===== src/rtl/rtc_rw_if.sv =====
// Handshake and RTC bus signals of the read/write sequencer, bundled for port connection.
// The master side drives the transaction request; the slave side drives the RTC strobes and flags.
interface rtc_rw_if;
   logic i_start;
   logic i_write;
   logic o_csN;
   logic o_rdN;
   logic o_wrN;
   logic o_ad;
   logic o_benvAdress;
   logic o_benvData;
   logic o_bresData;
   logic o_busy;
   logic o_done;

   modport master (
      output i_start, i_write,
      input  o_csN, o_rdN, o_wrN, o_ad, o_benvAdress, o_benvData,
             o_bresData, o_busy, o_done
   );

   modport slave (
      input  i_start, i_write,
      output o_csN, o_rdN, o_wrN, o_ad, o_benvAdress, o_benvData,
             o_bresData, o_busy, o_done
   );
endinterface


===== src/rtl/rtc_rw_fsm.sv =====
// RTC bus sequencer: address strobe, gap, then a read or write data strobe, all timed in clock cycles.
// Outputs are decoded from the next state and registered so they line up with the state they describe.
module rtc_rw_fsm #(
   parameter int T_PULSE = 8,
   parameter int T_HOLD  = 2,
   parameter int T_GAP   = 4
) (
   input logic     clk,
   input logic     rst,
   rtc_rw_if.slave bus
);

   typedef enum logic [2:0] {
      ST_IDLE, ST_A_PULSE, ST_A_HOLD, ST_GAP, ST_D_PULSE, ST_D_HOLD, ST_FIN
   } state_t;

   localparam logic [7:0] LP_PULSE_LOAD = 8'(T_PULSE - 1);
   localparam logic [7:0] LP_HOLD_LOAD  = 8'(T_HOLD - 1);
   localparam logic [7:0] LP_GAP_LOAD   = 8'(T_GAP - 1);

   state_t     r_state;
   state_t     w_nextState;
   logic [7:0] r_count;
   logic [7:0] w_nextCount;
   logic       r_write;
   logic       w_nextWrite;
   logic       r_armed;

   logic r_csN, r_rdN, r_wrN, r_ad, r_benvAdress, r_benvData, r_bresData, r_busy, r_done;
   logic w_csN, w_rdN, w_wrN, w_ad, w_benvAdress, w_benvData, w_bresData, w_busy, w_done;

   // r_armed stays low for the first edge after reset so a START held across release is ignored.
   always_ff @(posedge clk or posedge rst) begin
      if (rst) begin
         r_state <= ST_IDLE;
         r_count <= 8'd0;
         r_write <= 1'b0;
         r_armed <= 1'b0;
      end else begin
         r_state <= w_nextState;
         r_count <= w_nextCount;
         r_write <= w_nextWrite;
         r_armed <= 1'b1;
      end
   end

   // Each timed state loads N-1 on entry and leaves when the counter reaches zero.
   always_comb begin
      w_nextState = r_state;
      w_nextCount = r_count;
      w_nextWrite = r_write;
      case (r_state)
         ST_IDLE: begin
            if (bus.i_start && r_armed) begin
               w_nextState = ST_A_PULSE;
               w_nextCount = LP_PULSE_LOAD;
               w_nextWrite = bus.i_write;
            end
         end
         ST_A_PULSE: begin
            if (r_count == 8'd0) begin
               w_nextState = ST_A_HOLD;
               w_nextCount = LP_HOLD_LOAD;
            end else begin
               w_nextCount = r_count - 8'd1;
            end
         end
         ST_A_HOLD: begin
            if (r_count == 8'd0) begin
               w_nextState = ST_GAP;
               w_nextCount = LP_GAP_LOAD;
            end else begin
               w_nextCount = r_count - 8'd1;
            end
         end
         ST_GAP: begin
            if (r_count == 8'd0) begin
               w_nextState = ST_D_PULSE;
               w_nextCount = LP_PULSE_LOAD;
            end else begin
               w_nextCount = r_count - 8'd1;
            end
         end
         ST_D_PULSE: begin
            if (r_count == 8'd0) begin
               w_nextState = ST_D_HOLD;
               w_nextCount = LP_HOLD_LOAD;
            end else begin
               w_nextCount = r_count - 8'd1;
            end
         end
         ST_D_HOLD: begin
            if (r_count == 8'd0) begin
               w_nextState = ST_FIN;
               w_nextCount = 8'd0;
            end else begin
               w_nextCount = r_count - 8'd1;
            end
         end
         ST_FIN: begin
            w_nextState = ST_IDLE;
            w_nextCount = 8'd0;
         end
         default: begin
            w_nextState = ST_IDLE;
            w_nextCount = 8'd0;
         end
      endcase
   end

   // Read capture strobe fires in the final D_PULSE cycle, when the next counter value is zero.
   always_comb begin
      w_csN        = 1'b1;
      w_rdN        = 1'b1;
      w_wrN        = 1'b1;
      w_ad         = 1'b0;
      w_benvAdress = 1'b0;
      w_benvData   = 1'b0;
      w_bresData   = 1'b0;
      w_busy       = (w_nextState != ST_IDLE);
      w_done       = 1'b0;
      case (w_nextState)
         ST_A_PULSE: begin
            w_csN        = 1'b0;
            w_wrN        = 1'b0;
            w_benvAdress = 1'b1;
         end
         ST_A_HOLD: begin
            w_csN        = 1'b0;
            w_benvAdress = 1'b1;
         end
         ST_GAP: begin
            w_ad = 1'b1;
         end
         ST_D_PULSE: begin
            w_csN = 1'b0;
            w_ad  = 1'b1;
            if (w_nextWrite) begin
               w_wrN      = 1'b0;
               w_benvData = 1'b1;
            end else begin
               w_rdN      = 1'b0;
               w_bresData = (w_nextCount == 8'd0);
            end
         end
         ST_D_HOLD: begin
            w_csN      = 1'b0;
            w_ad       = 1'b1;
            w_benvData = w_nextWrite;
         end
         ST_FIN: begin
            w_done = 1'b1;
         end
         default: begin
            w_busy = 1'b0;
         end
      endcase
   end

   // Output register bank; reset values describe a released, idle bus.
   always_ff @(posedge clk or posedge rst) begin
      if (rst) begin
         r_csN        <= 1'b1;
         r_rdN        <= 1'b1;
         r_wrN        <= 1'b1;
         r_ad         <= 1'b0;
         r_benvAdress <= 1'b0;
         r_benvData   <= 1'b0;
         r_bresData   <= 1'b0;
         r_busy       <= 1'b0;
         r_done       <= 1'b0;
      end else begin
         r_csN        <= w_csN;
         r_rdN        <= w_rdN;
         r_wrN        <= w_wrN;
         r_ad         <= w_ad;
         r_benvAdress <= w_benvAdress;
         r_benvData   <= w_benvData;
         r_bresData   <= w_bresData;
         r_busy       <= w_busy;
         r_done       <= w_done;
      end
   end

   assign bus.o_csN        = r_csN;
   assign bus.o_rdN        = r_rdN;
   assign bus.o_wrN        = r_wrN;
   assign bus.o_ad         = r_ad;
   assign bus.o_benvAdress = r_benvAdress;
   assign bus.o_benvData   = r_benvData;
   assign bus.o_bresData   = r_bresData;
   assign bus.o_busy       = r_busy;
   assign bus.o_done       = r_done;

endmodule


===== src/flat_wrapper.sv =====
// flat-port wrapper written by rule: the top's interface ports become plain ports
module rtc_rw_fsm_flat 
#(
   parameter int T_PULSE = 8,
   parameter int T_HOLD  = 2,
   parameter int T_GAP   = 4
)
  (clk, rst, bus_i_start, bus_i_write, bus_o_csN, bus_o_rdN, bus_o_wrN, bus_o_ad, bus_o_benvAdress, bus_o_benvData, bus_o_bresData, bus_o_busy, bus_o_done);
  rtc_rw_if bus_i ();
  input logic clk;
  input logic rst;
  input wire logic [$bits(bus_i.i_start)-1:0] bus_i_start;
  input wire logic [$bits(bus_i.i_write)-1:0] bus_i_write;
  output wire logic [$bits(bus_i.o_csN)-1:0] bus_o_csN;
  output wire logic [$bits(bus_i.o_rdN)-1:0] bus_o_rdN;
  output wire logic [$bits(bus_i.o_wrN)-1:0] bus_o_wrN;
  output wire logic [$bits(bus_i.o_ad)-1:0] bus_o_ad;
  output wire logic [$bits(bus_i.o_benvAdress)-1:0] bus_o_benvAdress;
  output wire logic [$bits(bus_i.o_benvData)-1:0] bus_o_benvData;
  output wire logic [$bits(bus_i.o_bresData)-1:0] bus_o_bresData;
  output wire logic [$bits(bus_i.o_busy)-1:0] bus_o_busy;
  output wire logic [$bits(bus_i.o_done)-1:0] bus_o_done;
  assign bus_i.i_start = bus_i_start;
  assign bus_i.i_write = bus_i_write;
  assign bus_o_csN = bus_i.o_csN;
  assign bus_o_rdN = bus_i.o_rdN;
  assign bus_o_wrN = bus_i.o_wrN;
  assign bus_o_ad = bus_i.o_ad;
  assign bus_o_benvAdress = bus_i.o_benvAdress;
  assign bus_o_benvData = bus_i.o_benvData;
  assign bus_o_bresData = bus_i.o_bresData;
  assign bus_o_busy = bus_i.o_busy;
  assign bus_o_done = bus_i.o_done;
  rtc_rw_fsm #(.T_PULSE(T_PULSE), .T_HOLD(T_HOLD), .T_GAP(T_GAP)) u_core (.clk(clk), .rst(rst), .bus(bus_i));
endmodule

===== config.mk =====
export PLATFORM = sky130hd
export DESIGN_NAME = rtc_rw_fsm_flat
export DESIGN_NICKNAME = d
export VERILOG_FILES = /design/src/rtl/rtc_rw_if.sv /design/src/rtl/rtc_rw_fsm.sv /design/src/flat_wrapper.sv
export SDC_FILE = /design/constraint.sdc
export NUM_CORES = 1
export LEC_CHECK = 0
export ABC_AREA = 0
export BUFFER_PORTS_ARGS = -buffer_cell sky130_fd_sc_hd__buf_2
export CORE_MARGIN = 4
export CORE_UTILIZATION = 44
export CTS_BUF_LIST = sky130_fd_sc_hd__clkbuf_2
export CTS_CLUSTER_DIAMETER = 40
export DETAILED_ROUTE_END_ITERATION = 7
export PLACE_DENSITY_LB_ADDON = 0.08
export SETUP_SLACK_MARGIN = 0.15
export SLEW_MARGIN = 20
export SYNTH_ARGS = -nofsm -noshare
export SYNTH_HDL_FRONTEND = slang
export SYNTH_SLANG_ARGS = --single-unit

===== constraint.sdc =====
create_clock -name clk -period 3.4 [get_ports clk]
set_clock_uncertainty 0.1 [all_clocks]
set_input_delay 0 -clock clk [delete_from_list [all_inputs] [get_ports clk]]
set_output_delay 0 -clock clk [all_outputs]
set_load 0.01 [all_outputs]

**After elaboration in Yosys (flattened, before gate mapping)**

Cells that the tools add are included.

- $add $sub $neg: 1
- Eq/ne operators: 11
- Mux-type cells: 27
- Reductions and logical operators: 10

Operators by type and width:

| operator | number |
|---|---|
| two-way mux 8 bit | 5 |
| one-hot mux 8 bit (5 select lines) | 1 |
| two-way mux 3 bit | 6 |
| one-hot mux 3 bit (6 select lines) | 1 |
| zero test 8 bit | 2 |
| == test 3 bit, second input constant | 5 |
| == test 3 x 2 -> 1 bit, second input constant | 4 |
| two-way mux 1 bit | 12 |
| subtractor 8 x 1 -> 8 bit, second input constant | 1 |
| == test 3 x 1 -> 1 bit, second input constant | 2 |
| OR reduction 6 bit | 1 |
| one-hot mux 1 bit (2 select lines) | 2 |
| OR reduction 2 bit | 2 |
| OR reduction 4 bit | 1 |
| zero test 3 bit | 1 |
| nonzero test 3 bit | 1 |
| OR reduction 3 bit | 1 |
| logical AND 1 bit | 1 |

- Flip-flop bits (word level): 22
- Input bits: 4
- Output and inout port bits: 9
- Word-level logic and storage cells: 62

**Longest topological paths before layout**

Gate-level depths: netlist of run 1.

- Word-level depth: 6
- Mapped depth: 8
- Gate-level depth less buffers: 8

**Worst setup path before layout of run 1**

OpenSTA, ideal clock, no wires.

- Kind: register to register
- Start point: reg u_core.r_count[4]
- End point: reg u_core.r_bresData (netlist: u_core.bus.o_bresData)
- Library setup time: 0.096 ns
- Arrival: 2.250 ns
- Required time: 3.204 ns
- Slack: 0.954 ns
- Stages on the path, launching flop included: 7
- Path buffers: 0
- Clock period less this slack: 2.446 ns
- Cells stage by stage: dfrtp_1 or4_4 or4_1 nand3_1 nand3_2 or4_4 nor4_2

- Word-level cells in the longest chain between the ends: 6
- Elaborated cells on any way between the ends: 18

RTL lines:

| what | line | source |
|---|---|---|
| start: declaration | rtc_rw_fsm.sv:23 | `logic [7:0] r_count;` |
| start signal: assignment | rtc_rw_fsm.sv:41 | `r_count <= w_nextCount;` |
| subtractor 8 x 1 -> 8 bit / zero test 8 bit (equally long branches) | - |  |
| two-way mux 8 bit (on tied branches) | - |  |
| one-hot mux 8 bit (5 select lines) * | rtc_rw_fsm.sv:52 | `case (r_state)` |
| via u_core.w_nextCount[7] | rtc_rw_fsm.sv:24 | `logic [7:0] w_nextCount;` |
| zero test 8 bit * | rtc_rw_fsm.sv:143 | `w_bresData = (w_nextCount == 8'd0);` |
| two-way mux 1 bit * | rtc_rw_fsm.sv:138 | `if (w_nextWrite) begin` |
| two-way mux 1 bit * | rtc_rw_fsm.sv:122 | `case (w_nextState)` |
| via u_core.w_bresData | rtc_rw_fsm.sv:30 | `logic w_csN, w_rdN, w_wrN, w_ad, w_benvAdress, w_benvData, w_bresData, w_busy, w_done;` |
| end signal: assignment | rtc_rw_fsm.sv:179 | `r_bresData <= w_bresData;` |
| end: declaration | rtc_rw_fsm.sv:29 | `logic r_csN, r_rdN, r_wrN, r_ad, r_benvAdress, r_benvData, r_bresData, r_busy, r_done;` |

Mark *: on every way through the listed nets, which the timed path passes. The rest lies on a longest branch.

**Worst setup path after layout of run 1**

- Start point: reg u_core.r_count[0]
- End point: reg u_core.r_bresData (netlist: u_core.bus.o_bresData)

The elaborated chain is that of the path after synthesis.

==> reports/metrics.yaml, run 1 <==
hold_path_class: "primary input to flip-flop"
hpwl_microns: 1920
endpoint: "u_core.bus.o_bresData$_DFF_PP0_"
end_kind: "flip-flop"
seq_area_frac_synth_pct: 46.8
nNetsFinal: 158
synthDistinctLibCells: 37
clock_path_buffers: 2
critPathArrivalTime_ps: 2960
yosys_most_used_dff: "dfrtp_1"
instances_no_fill: 181
grt_pass1_wl_microns: 4590
io_pins: 13
cp_slowest_cell: "or4_4"
wl_per_cell_microns: 14.4
fill_cells: 235
core_area_sq_mm: 0.00252
cts_root_buf: "clkbuf_2"
synthCells: 134
synth_edf_count: 0
worstPathRequired_ps: 3550
final.min_clock_period_ps: 2810
first_pass_iters: 4
numCtsBuffers: 3
dp.cells: 174
drive_gt1_share_pct: 17.9
max_freq_ghz: 0.356
num_antenna_cells: 0
antenna_found_initial: 0
final_cell_mix: "nand2_1, dfrtp_1, o21ai_0"
synth_area_leaders: "dfrtp_1, o21ai_0, dfstp_2, nand2_1, a21oi_1"
reg2reg_depth: 8
async_reset_ff_share_pct: 100
clkTransAtPathRegs_ps: 230
cts_tree: "yes"
slowest_delay_ps: 490
hold_viol_final: 0
leakagePower_uw: 0.000598
period_share_pct: 82.7
setup-violations-final: 0
r2r-start: "u_core.r_count[0]$_DFF_PP0_"
r2r_slack_ps: 590
fp-row-count: 18
start_kind: "flip-flop"
drc: 0
max_cap_violations: 0
num_vias: 1080
postRouteAntennaNets: 0
crit_start: "u_core.r_count[0]$_DFF_PP0_"
numClockSinks: 22
io_buffers: 12
ys_seq_elements: 22
netlist_area_sq_mm: 0.00118
yosysTopAreaCell: "dfrtp_1"
grt_use_total_pct: 17.0
grt-ovfl-total: 0
wl_microns: 2610
status: "complete, no violations"
area_growth_pct: 13.9
via_per_inst: 5.97
first_iter_violations: 59
rsz0062_at_grt: "no"
clock_latency_ps: 340
post_cts_buffers: 0
die_h_microns: 59.9
syn_avg_cell_area_sq_um: 8.84
yosysWarningCount: 0
gp_congestion: 0.882
crit_type: "flip-flop to flip-flop"
finalMaxSlewViolations: 0
slew_headroom_pct: 43.4
worst_slew_pin_slew_ps: 847
power.density_mw_per_mm2: 899
fp.dieW_microns: 59.9
peakVddDrop_mv: 0.430
dieArea_sq_mm: 0.00359
syn_nets: 140
grt_max_degree: 23
grt_pass1_vias: 955
fin_total_pwr_uw: 1210
htreeDepth: 1
path_cells: "inv_1 > ha_1 > or3b_2 > nor2_1 > and3_1 > nor3_1 > or4_4 > nor4_2"
finalSetupTns_ps: 0
synth_top_area_share_pct: 40.1
initial_utilization_pct: 47.0
r2r_end: "u_core.bus.o_bresData$_DFF_PP0_"
crit_fanout: 6
## report_power, final
part,switching (uW),total [uW],internal (uW)
Clock,83.4,185,101
Sequential,106,463,357
Combinational,323,566,243
## sequential cells by signal (all words and copies together) (netlist names)
| register | count |
|---|---|
| u_core.bus.o_benvAdress | 1 |
| u_core.bus.o_done | 1 |
| u_core.bus.o_busy | 1 |
| u_core.bus.o_csN | 1 |
| u_core.bus.o_ad | 1 |
| u_core.bus.o_benvData | 1 |
| u_core.r_write | 1 |
| u_core.bus.o_wrN | 1 |
| u_core.r_state | 3 |
| u_core.bus.o_rdN | 1 |
| u_core.r_armed | 1 |
| u_core.r_count | 8 |
| u_core.bus.o_bresData | 1 |
## final cells by class
class	count	area, sq um	share of cell area (%)
sequential	22	554	41.1
tap	30	37.5	2.78
timing repair buffer	17	105	7.79
inverter	5	18.8	1.39
clock inverter	1	30.0	2.22
clock buffer	3	15.0	1.11
multi-input combinational	103	589	43.7
## per-layer routing
metal / track usage (%) / wire [microns] / vias to the layer above
li1: - / - / 517
met3: 2.81 / 195 / 2
met4: 6.96 / 15 / 0
met2: 24.1 / 1180 / 44
met1: 25.5 / 1210 / 517
met5: 0 / 0 / -
## what timing repair did
item / 4_1_cts / 5_1_grt
gates resized for setup: 0 / 0
hold endpoints to repair: 21 / 0
endpoints found under the setup margin: 0 / 0
hold buffers: 3 / 0
## cells by family (layout without fill, tap and decap cells)
logic type               count (synthesis)  after routing  synth area share, %
AND/OR/NAND/NOR                         63             63                 28.3
AO/OA/AOI/OAI                           34             34                 16.8
flip-flops                              22             22                 46.8
buffers and inverters                    9             26                 3.48
XOR/XNOR                                 3              3                 2.22
adder cells (fa/ha/maj)                  2              2                 2.11
other                                    1              1                0.316
## worst max-delay path, delay by kind of cell, from the launching register on
kind | cells | cell delay [ps]
buffers and inverters | 1 | 150
flip-flops | 1 | 480
adder cells (fa/ha/maj) | 1 | 200
AND/OR/NAND/NOR | 6 | 1820
## per-stage QoR
step | setup WS [ps] | hold WS (ps) | util [%] | cell area, sq um
finish | 589 | 51.7 | 53.5 | 1350
detailed placement | 644 | 118 | 50.5 | 1270
global placement | 651 | 96.5 | 50.5 | 1270
CTS | 594 | 31.0 | 53.5 | 1350
floorplan | 954 | -113 | - | 1180
global route | 471 | 61.4 | 53.5 | 1350
## Yosys cell counts, drive strengths merged, types with 2 or more instances
cell    number
nor2b        2
and2         2
dfrtp       19
nand2       19
o211ai       3
xor2         2
nor3         7
nand3        7
nor4         4
nor2        10
inv          5
o21ai       16
a21oi        8
and3         2
dfstp        3
nand3b       2
or4          4
ha           2
clkbuf       3
## worst min path at each step
stage | start | end | cells after the start
finish | bus_i_start | u_core.bus.o_wrN$_DFF_PP1_ | 6
global route | bus_i_start | u_core.bus.o_benvAdress$_DFF_PP0_ | 4
CTS | bus_i_start | u_core.bus.o_wrN$_DFF_PP1_ | 6
detailed placement | rst | u_core.bus.o_bresData$_DFF_PP0_ | 2
global placement | rst | u_core.bus.o_bresData$_DFF_PP0_ | 2
floorplan | rst | u_core.bus.o_ad$_DFF_PP0_ | 1
No activity file was read; power rests on OpenSTA's default activity.
==> inputs of run 2 (changes only) <==
==> constraint.sdc (replaced) <==
create_clock -name clk -period 2.28 [get_ports clk]
set_clock_uncertainty 0.1 [all_clocks]
set_input_delay 0 -clock clk [delete_from_list [all_inputs] [get_ports clk]]
set_output_delay 0 -clock clk [all_outputs]
set_load 0.01 [all_outputs]
==> run 2 against run 1 <==
The flow now finishes with violations (setup timing). Wire length is 16% higher. Critical path type unchanged. Global-route usage increased by 2.2 points. Utilization grew 5.5 points. Count of clock-buffer cells in the layout stayed put. Clock power fell by 16%. Critical path depth shrank 2. Critical endpoint unchanged.
==> reports/metrics.yaml, run 2 (same netlist as run 1, synthesis figures left out) <==
finalSetupTns_ps: -78.8  # was 0 ps
place_ws_ps: -40.2  # was 644 ps
final_common_cell: "buf_4"
fp-row-count: 18  # unchanged
final_cell_mix: "buf_4, nand2_1, dfrtp_1"  # was nand2_1, dfrtp_1, o21ai_0
wl_per_cell_microns: 15.2  # was 14.4 microns
end_kind: "flip-flop"  # unchanged
core_area_sq_mm: 0.00252  # unchanged
grt_pass1_vias: 1157  # was 955
p_switching_uw: 860  # was 513 uW
via_per_inst: 5.71  # was 5.97
finalMaxSlewViolations: 0  # unchanged
period_share_pct: 103  # was 82.7%
num_vias: 1136  # was 1080
cts_tree: "yes"  # unchanged
numCtsBuffers: 3  # unchanged
numClockSinks: 22  # unchanged
drive_gt1_share_pct: 29.6  # was 17.9%
design_area_sq_mm: 0.00149  # was 0.00135 sq mm
regMostFlops: "u_core.r_count"  # unchanged
clockPowerShare_pct: 7.9  # was 15.2%
hold_path_class: "primary input to flip-flop"  # unchanged
clkTransAtPathRegs_ps: 210  # was 230 ps
grt-ovfl-total: 0  # unchanged
leakagePower_uw: 0.000686  # was 0.000598 uW
p_seq_share_pct: 31.9  # was 38.1%
antenna_found_initial: 0  # unchanged
status: "finished, violations left"  # was complete, no violations
peakVddDrop_mv: 0.747  # was 0.430 mV
clock_latency_ps: 330  # was 340 ps
initial_utilization_pct: 47.0  # unchanged
worstPathRequired_ps: 2440  # was 3550 ps
crit_start: "u_core.r_count[3]$_DFF_PP0_"  # was u_core.r_count[0]$_DFF_PP0_
intPower_uw: 1120  # was 701 uW
num_antenna_cells: 0  # unchanged
critPathArrivalTime_ps: 2520  # was 2960 ps
wl_microns: 3020  # was 2610 microns
dpl-instance-area_sq_mm: 0.00143  # was 0.00127 sq mm
fp.dieW_microns: 59.9  # unchanged
nNetsFinal: 176  # was 158
dieArea_sq_mm: 0.00359  # unchanged
cts_root_buf: "clkbuf_2"  # unchanged
largest_register_ffs: 8  # unchanged
rsz0062_at_grt: "yes"  # was no
final.min_clock_period_ps: 2360  # was 2810 ps
endpoint: "u_core.bus.o_bresData$_DFF_PP0_"  # unchanged
grt_use_total_pct: 19.3  # was 17.0%
max_cap_violations: 0  # unchanged
hold_viol_final: 0  # unchanged
max_freq_ghz: 0.424  # was 0.356 GHz
htreeDepth: 1  # unchanged
slew_headroom_pct: 46.4  # was 43.4%
gp_congestion: 0.881  # was 0.882
drc: 0  # unchanged
crit_type: "flip-flop to flip-flop"  # unchanged
io_buffers: 12  # unchanged
area_growth_pct: 25.7  # was 13.9%
crit_fanout: 2  # was 6
r2r_end: "u_core.bus.o_bresData$_DFF_PP0_"  # unchanged
io_pins: 13  # unchanged
reg2reg_depth: 6  # was 8
first_iter_violations: 44  # was 59
start_kind: "flip-flop"  # unchanged
postRouteAntennaNets: 0  # unchanged
r2r-start: "u_core.r_count[3]$_DFF_PP0_"  # was u_core.r_count[0]$_DFF_PP0_
clock_path_buffers: 2  # unchanged
switching_share_pct: 43.4  # was 42.2%
grt_pass1_wl_microns: 5180  # was 4590 microns
largestRegisters: "u_core.r_count (8), u_core.r_state (3)"  # unchanged
setup-violations-final: 1  # was 0
r2r_slack_ps: -80  # was 590 ps
worst_slew_pin_slew_ps: 803  # was 847 ps
grt_max_degree: 23  # unchanged
power.density_mw_per_mm2: 1330  # was 899 mW/mm^2
whs_ps: 31.5  # was 51.7 ps
violations: "setup timing"
pwr-share-comb_pct: 60.2  # was 46.6%
first_pass_iters: 4  # unchanged
die_h_microns: 59.9  # unchanged
fin_ws_ps: -78.8  # was 589 ps
hpwl_microns: 2340  # was 1920 microns
run 2: area by class of cell:
cell class	instances	area [sq um]
Multi-Input combinational cell	103	622
Fill cell	224	1030
Sequential cell	22	554
Clock buffer	3	15.0
Clock inverter	1	3.75
Inverter	5	18.8
Timing Repair Buffer	35	238
Tap cell	30	37.5
run 2: timing repair:
item / 4_1_cts / 5_1_grt
hold endpoints to repair: 21 / 0
endpoints found under the setup margin: 1 / 3
hold buffers: 2 / 0
resized for setup: 0 / 4
setup buffers: 0 / 0
pin swaps: 0 / 2
run 2: power by group through the flow:
stage	Combinational, uW	Sequential [uW]	Clock [uW]
after floorplan	662	660	0
after global placement	1120	633	0
after detailed placement	1140	637	0
after CTS	1150	629	163
after global routing	1320	649	182
final	1190	633	156
run 2: worst min path at each step:
stage          slack [ps]         from  depth (start not counted)                   endpoint
6_report               30  bus_i_start                          4   u_core.r_write$_DFF_PP0_
4_1_cts                20  bus_i_start                          4   u_core.r_write$_DFF_PP0_
5_1_grt                50  bus_i_start                          4   u_core.r_write$_DFF_PP0_
2_1_floorplan        -110          rst                          1  u_core.bus.o_ad$_DFF_PP0_
3_5_place_dp          100          rst                          2  u_core.bus.o_ad$_DFF_PP0_
3_3_place_gp          100          rst                          2  u_core.bus.o_ad$_DFF_PP0_
run 2: through the flow:
| stage | cells | total power [uW] | utilization [%] |
|---|---|---|---|
| 2_1_floorplan | 134 | 1320 | - |
| 3_3_place_gp | 193 | 1750 | 56.7 |
| 3_5_place_dp | 193 | 1780 | 56.7 |
| 6_report | 199 | 1980 | 59.0 |
| 4_1_cts | 199 | 1940 | 58.3 |
| 5_1_grt | 199 | 2150 | 59.0 |
run 2: worst max-delay path, stage by stage (launching register included):
cell and delay (ps):
dfrtp_1 430, or4_4 540, or4_4 440, nand3_2 80, nand3_2 80, or4_4 430, nor4_4 210
run 2: per-layer routing:
metal  wire [microns]  GRT usage (%)  up-vias
li1                 -              -      548
met1             1290           23.9      547
met2             1530           32.7       32
met3              130           2.81        9
met4               71           8.86        0
met5                0              0        -
==> inputs of run 3 (changes only) <==
--- a/config.mk
+++ b/config.mk
@@ -6,12 +6,12 @@
 export NUM_CORES = 1
 export LEC_CHECK = 0
 export ABC_AREA = 0
-export BUFFER_PORTS_ARGS = -buffer_cell sky130_fd_sc_hd__buf_2
 export CORE_MARGIN = 4
 export CORE_UTILIZATION = 44
 export CTS_BUF_LIST = sky130_fd_sc_hd__clkbuf_2
 export CTS_CLUSTER_DIAMETER = 40
 export DETAILED_ROUTE_END_ITERATION = 7
+export DONT_BUFFER_PORTS = 1
 export PLACE_DENSITY_LB_ADDON = 0.08
 export SETUP_SLACK_MARGIN = 0.15
 export SLEW_MARGIN = 20
==> run 3 against run 2 <==
The flow still finishes with violations (setup timing). Critical path depth unchanged. Die area unchanged. Sequential cell count unchanged. Critical path type unchanged. Design area decreased by 0.59%. Clock power about the same. Largest cell class unchanged. Global-route usage fell by 0.96 points. Count of clock-buffer cells in the layout unchanged. First-iteration DRC count decreased by 4.5%. Via count down 1.1%. Power is essentially flat. Final cell count is 2.5% lower.
==> reports/metrics.yaml, run 3 (same netlist as run 1, synthesis figures left out) <==
slowest_delay_ps: 530  # was 540 ps
postRouteAntennaNets: 0  # unchanged
p_seq_share_pct: 32.9  # was 31.9%
regMostFlops: "u_core.r_count"  # unchanged
rsz0062_at_grt: "yes"  # unchanged
final_common_cell: "buf_4"  # unchanged
dieArea_sq_mm: 0.00359  # unchanged
final_cell_mix: "buf_4, nand2_1, dfrtp_1"  # unchanged
clock_path_buffers: 2  # unchanged
fp-row-count: 18  # unchanged
violations: "setup timing"  # unchanged
crit_fanout: 2  # unchanged
finalSetupTns_ps: -92.7  # was -78.8 ps
numClockSinks: 22  # unchanged
cp_common_cell: "or4_4"  # unchanged
clockPowerShare_pct: 8.0  # was 7.9%
whs_ps: 56.4  # was 31.5 ps
final.min_clock_period_ps: 2370  # was 2360 ps
slew_headroom_pct: 44.3  # was 46.4%
max_cap_violations: 0  # unchanged
core_area_sq_mm: 0.00252  # unchanged
grt_pass1_wl_microns: 4770  # was 5180 microns
worst_slew_pin_slew_ps: 834  # was 803 ps
intPower_uw: 1120  # about the same
antenna_found_initial: 0  # unchanged
p_switching_uw: 861  # was 860 uW
hold_viol_final: 0  # unchanged
peakVddDrop_mv: 0.759  # was 0.747 mV
end_kind: "flip-flop"  # unchanged
fp.dieW_microns: 59.9  # unchanged
drc: 0  # unchanged
path_cells: "or4_4 > or4_4 > nand3_2 > nand3_2 > or4_4 > nor4_4"  # unchanged
switching_share_pct: 43.5  # was 43.4%
hold_path_class: "primary input to flip-flop"  # unchanged
clock_latency_ps: 340  # was 330 ps
fin_ws_ps: -92.7  # was -78.8 ps
pwr-share-comb_pct: 59.1  # was 60.2%
worstPathRequired_ps: 2440  # about the same
numCtsBuffers: 3  # unchanged
r2r_slack_ps: -90  # was -80 ps
initial_utilization_pct: 47.0  # unchanged
fin_total_pwr_uw: 1980  # about the same
crit_type: "flip-flop to flip-flop"  # unchanged
nNetsFinal: 171  # was 176
max_freq_ghz: 0.421  # was 0.424 GHz
cp_slowest_cell: "or4_4"  # unchanged
drive_gt1_share_pct: 26.8  # was 29.6%
leakagePower_uw: 0.000664  # was 0.000686 uW
wl_per_cell_microns: 15.8  # was 15.2 microns
via_per_inst: 5.79  # was 5.71
die_h_microns: 59.9  # unchanged
io_buffers: 0  # was 12
final_util_pct: 58.7  # was 59.0%
endpoint: "u_core.bus.o_bresData$_DFF_PP0_"  # unchanged
reg2reg_depth: 6  # unchanged
grt_use_total_pct: 18.3  # was 19.3%
largestRegisters: "u_core.r_count (8), u_core.r_state (3)"  # unchanged
finalMaxSlewViolations: 0  # unchanged
crit_start: "u_core.r_count[3]$_DFF_PP0_"  # unchanged
critPathArrivalTime_ps: 2540  # was 2520 ps
clkTransAtPathRegs_ps: 210  # about the same
wl_microns: 3070  # was 3020 microns
r2r-start: "u_core.r_count[3]$_DFF_PP0_"  # unchanged
num_antenna_cells: 0  # unchanged
period_share_pct: 104  # was 103%
power.density_mw_per_mm2: 1340  # was 1330 mW/mm^2
area_growth_pct: 24.9  # was 25.7%
grt_pass1_vias: 1050  # was 1157
grt-ovfl-total: 0  # unchanged
io_pins: 13  # unchanged
first_iter_violations: 42  # was 44
start_kind: "flip-flop"  # unchanged
largest_register_ffs: 8  # unchanged
hpwl_microns: 2330  # was 2340 microns
r2r_end: "u_core.bus.o_bresData$_DFF_PP0_"  # unchanged
htreeDepth: 1  # unchanged
first_pass_iters: 5  # was 4
setup-violations-final: 1  # unchanged
cts_root_buf: "clkbuf_2"  # unchanged
num_vias: 1124  # was 1136
grt_max_degree: 23  # unchanged
gp_congestion: 0.905  # was 0.881
cts_tree: "yes"  # unchanged
status: "finished, violations left"  # unchanged
==> run 3: worst max-delay path, delay by kind of cell (launching register included) <==
family | cells | cell delay (ps)
DFF | 1 | 430
and+or+nand+nor | 6 | 1780
==> run 3: area by class of cell <==
cell class / instances / area, sq um
Tap cell: 30 / 37.5
Multi-Input combinational cell: 103 / 614
Fill cell: 227 / 1040
Clock buffer: 3 / 15.0
Sequential cell: 22 / 556
Timing Repair Buffer: 30 / 235
Clock inverter: 1 / 3.75
Inverter: 5 / 18.8
==> run 3: metrics by stage <==
stage	setup WS, ps	std cells	cell area [sq um]
after floorplan	-28.7	134	1200
after global placement	9.15	182	1380
after detailed placement	-68.3	182	1380
after CTS	-94.1	191	1450
after global routing	-171	194	1480
final	-92.7	194	1480
==> run 3: worst min path at each step <==
stage | startpoint | to | slack, ps | cells after the start
after floorplan | rst | u_core.bus.o_ad$_DFF_PP0_ | -110 | 1
after global placement | rst | u_core.bus.o_ad$_DFF_PP0_ | -20 | 1
after CTS | bus_i_start | u_core.r_count[4]$_DFF_PP0_ | 50 | 4
after global routing | bus_i_start | u_core.r_count[4]$_DFF_PP0_ | 60 | 4
after detailed placement | rst | u_core.bus.o_ad$_DFF_PP0_ | 2 | 1
final | bus_i_start | u_core.bus.o_benvAdress$_DFF_PP0_ | 60 | 4
==> run 3: what timing repair did <==
action	CTS	global route
setup buffers	1	3
endpoints found under the setup margin	1	5
cloned	0	0
pin swaps	0	0
hold buffers	4	0
endpoints found under the hold margin	23	0
resized for setup	1	5
==> run 3: layer usage <==
| metal | GRT usage (%) | vias up | part of all wire (%) |
|---|---|---|---|
| li1 | - | 540 | - |
| met1 | 21.3 | 546 | 42 |
| met2 | 31.3 | 29 | 51 |
| met3 | 3.24 | 9 | 4.3 |
| met4 | 10.4 | 0 | 2.6 |
| met5 | 0 | - | 0 |
==> run 3: power groups by stage <==
stage               Clock [uW]  Combinational (uW)  Sequential (uW)
global route               182                1270              669
floorplan                    0                 662              660
global placement             0                1060              655
finish                     159                1170              651
detailed placement           0                1070              661
CTS                        166                1130              651
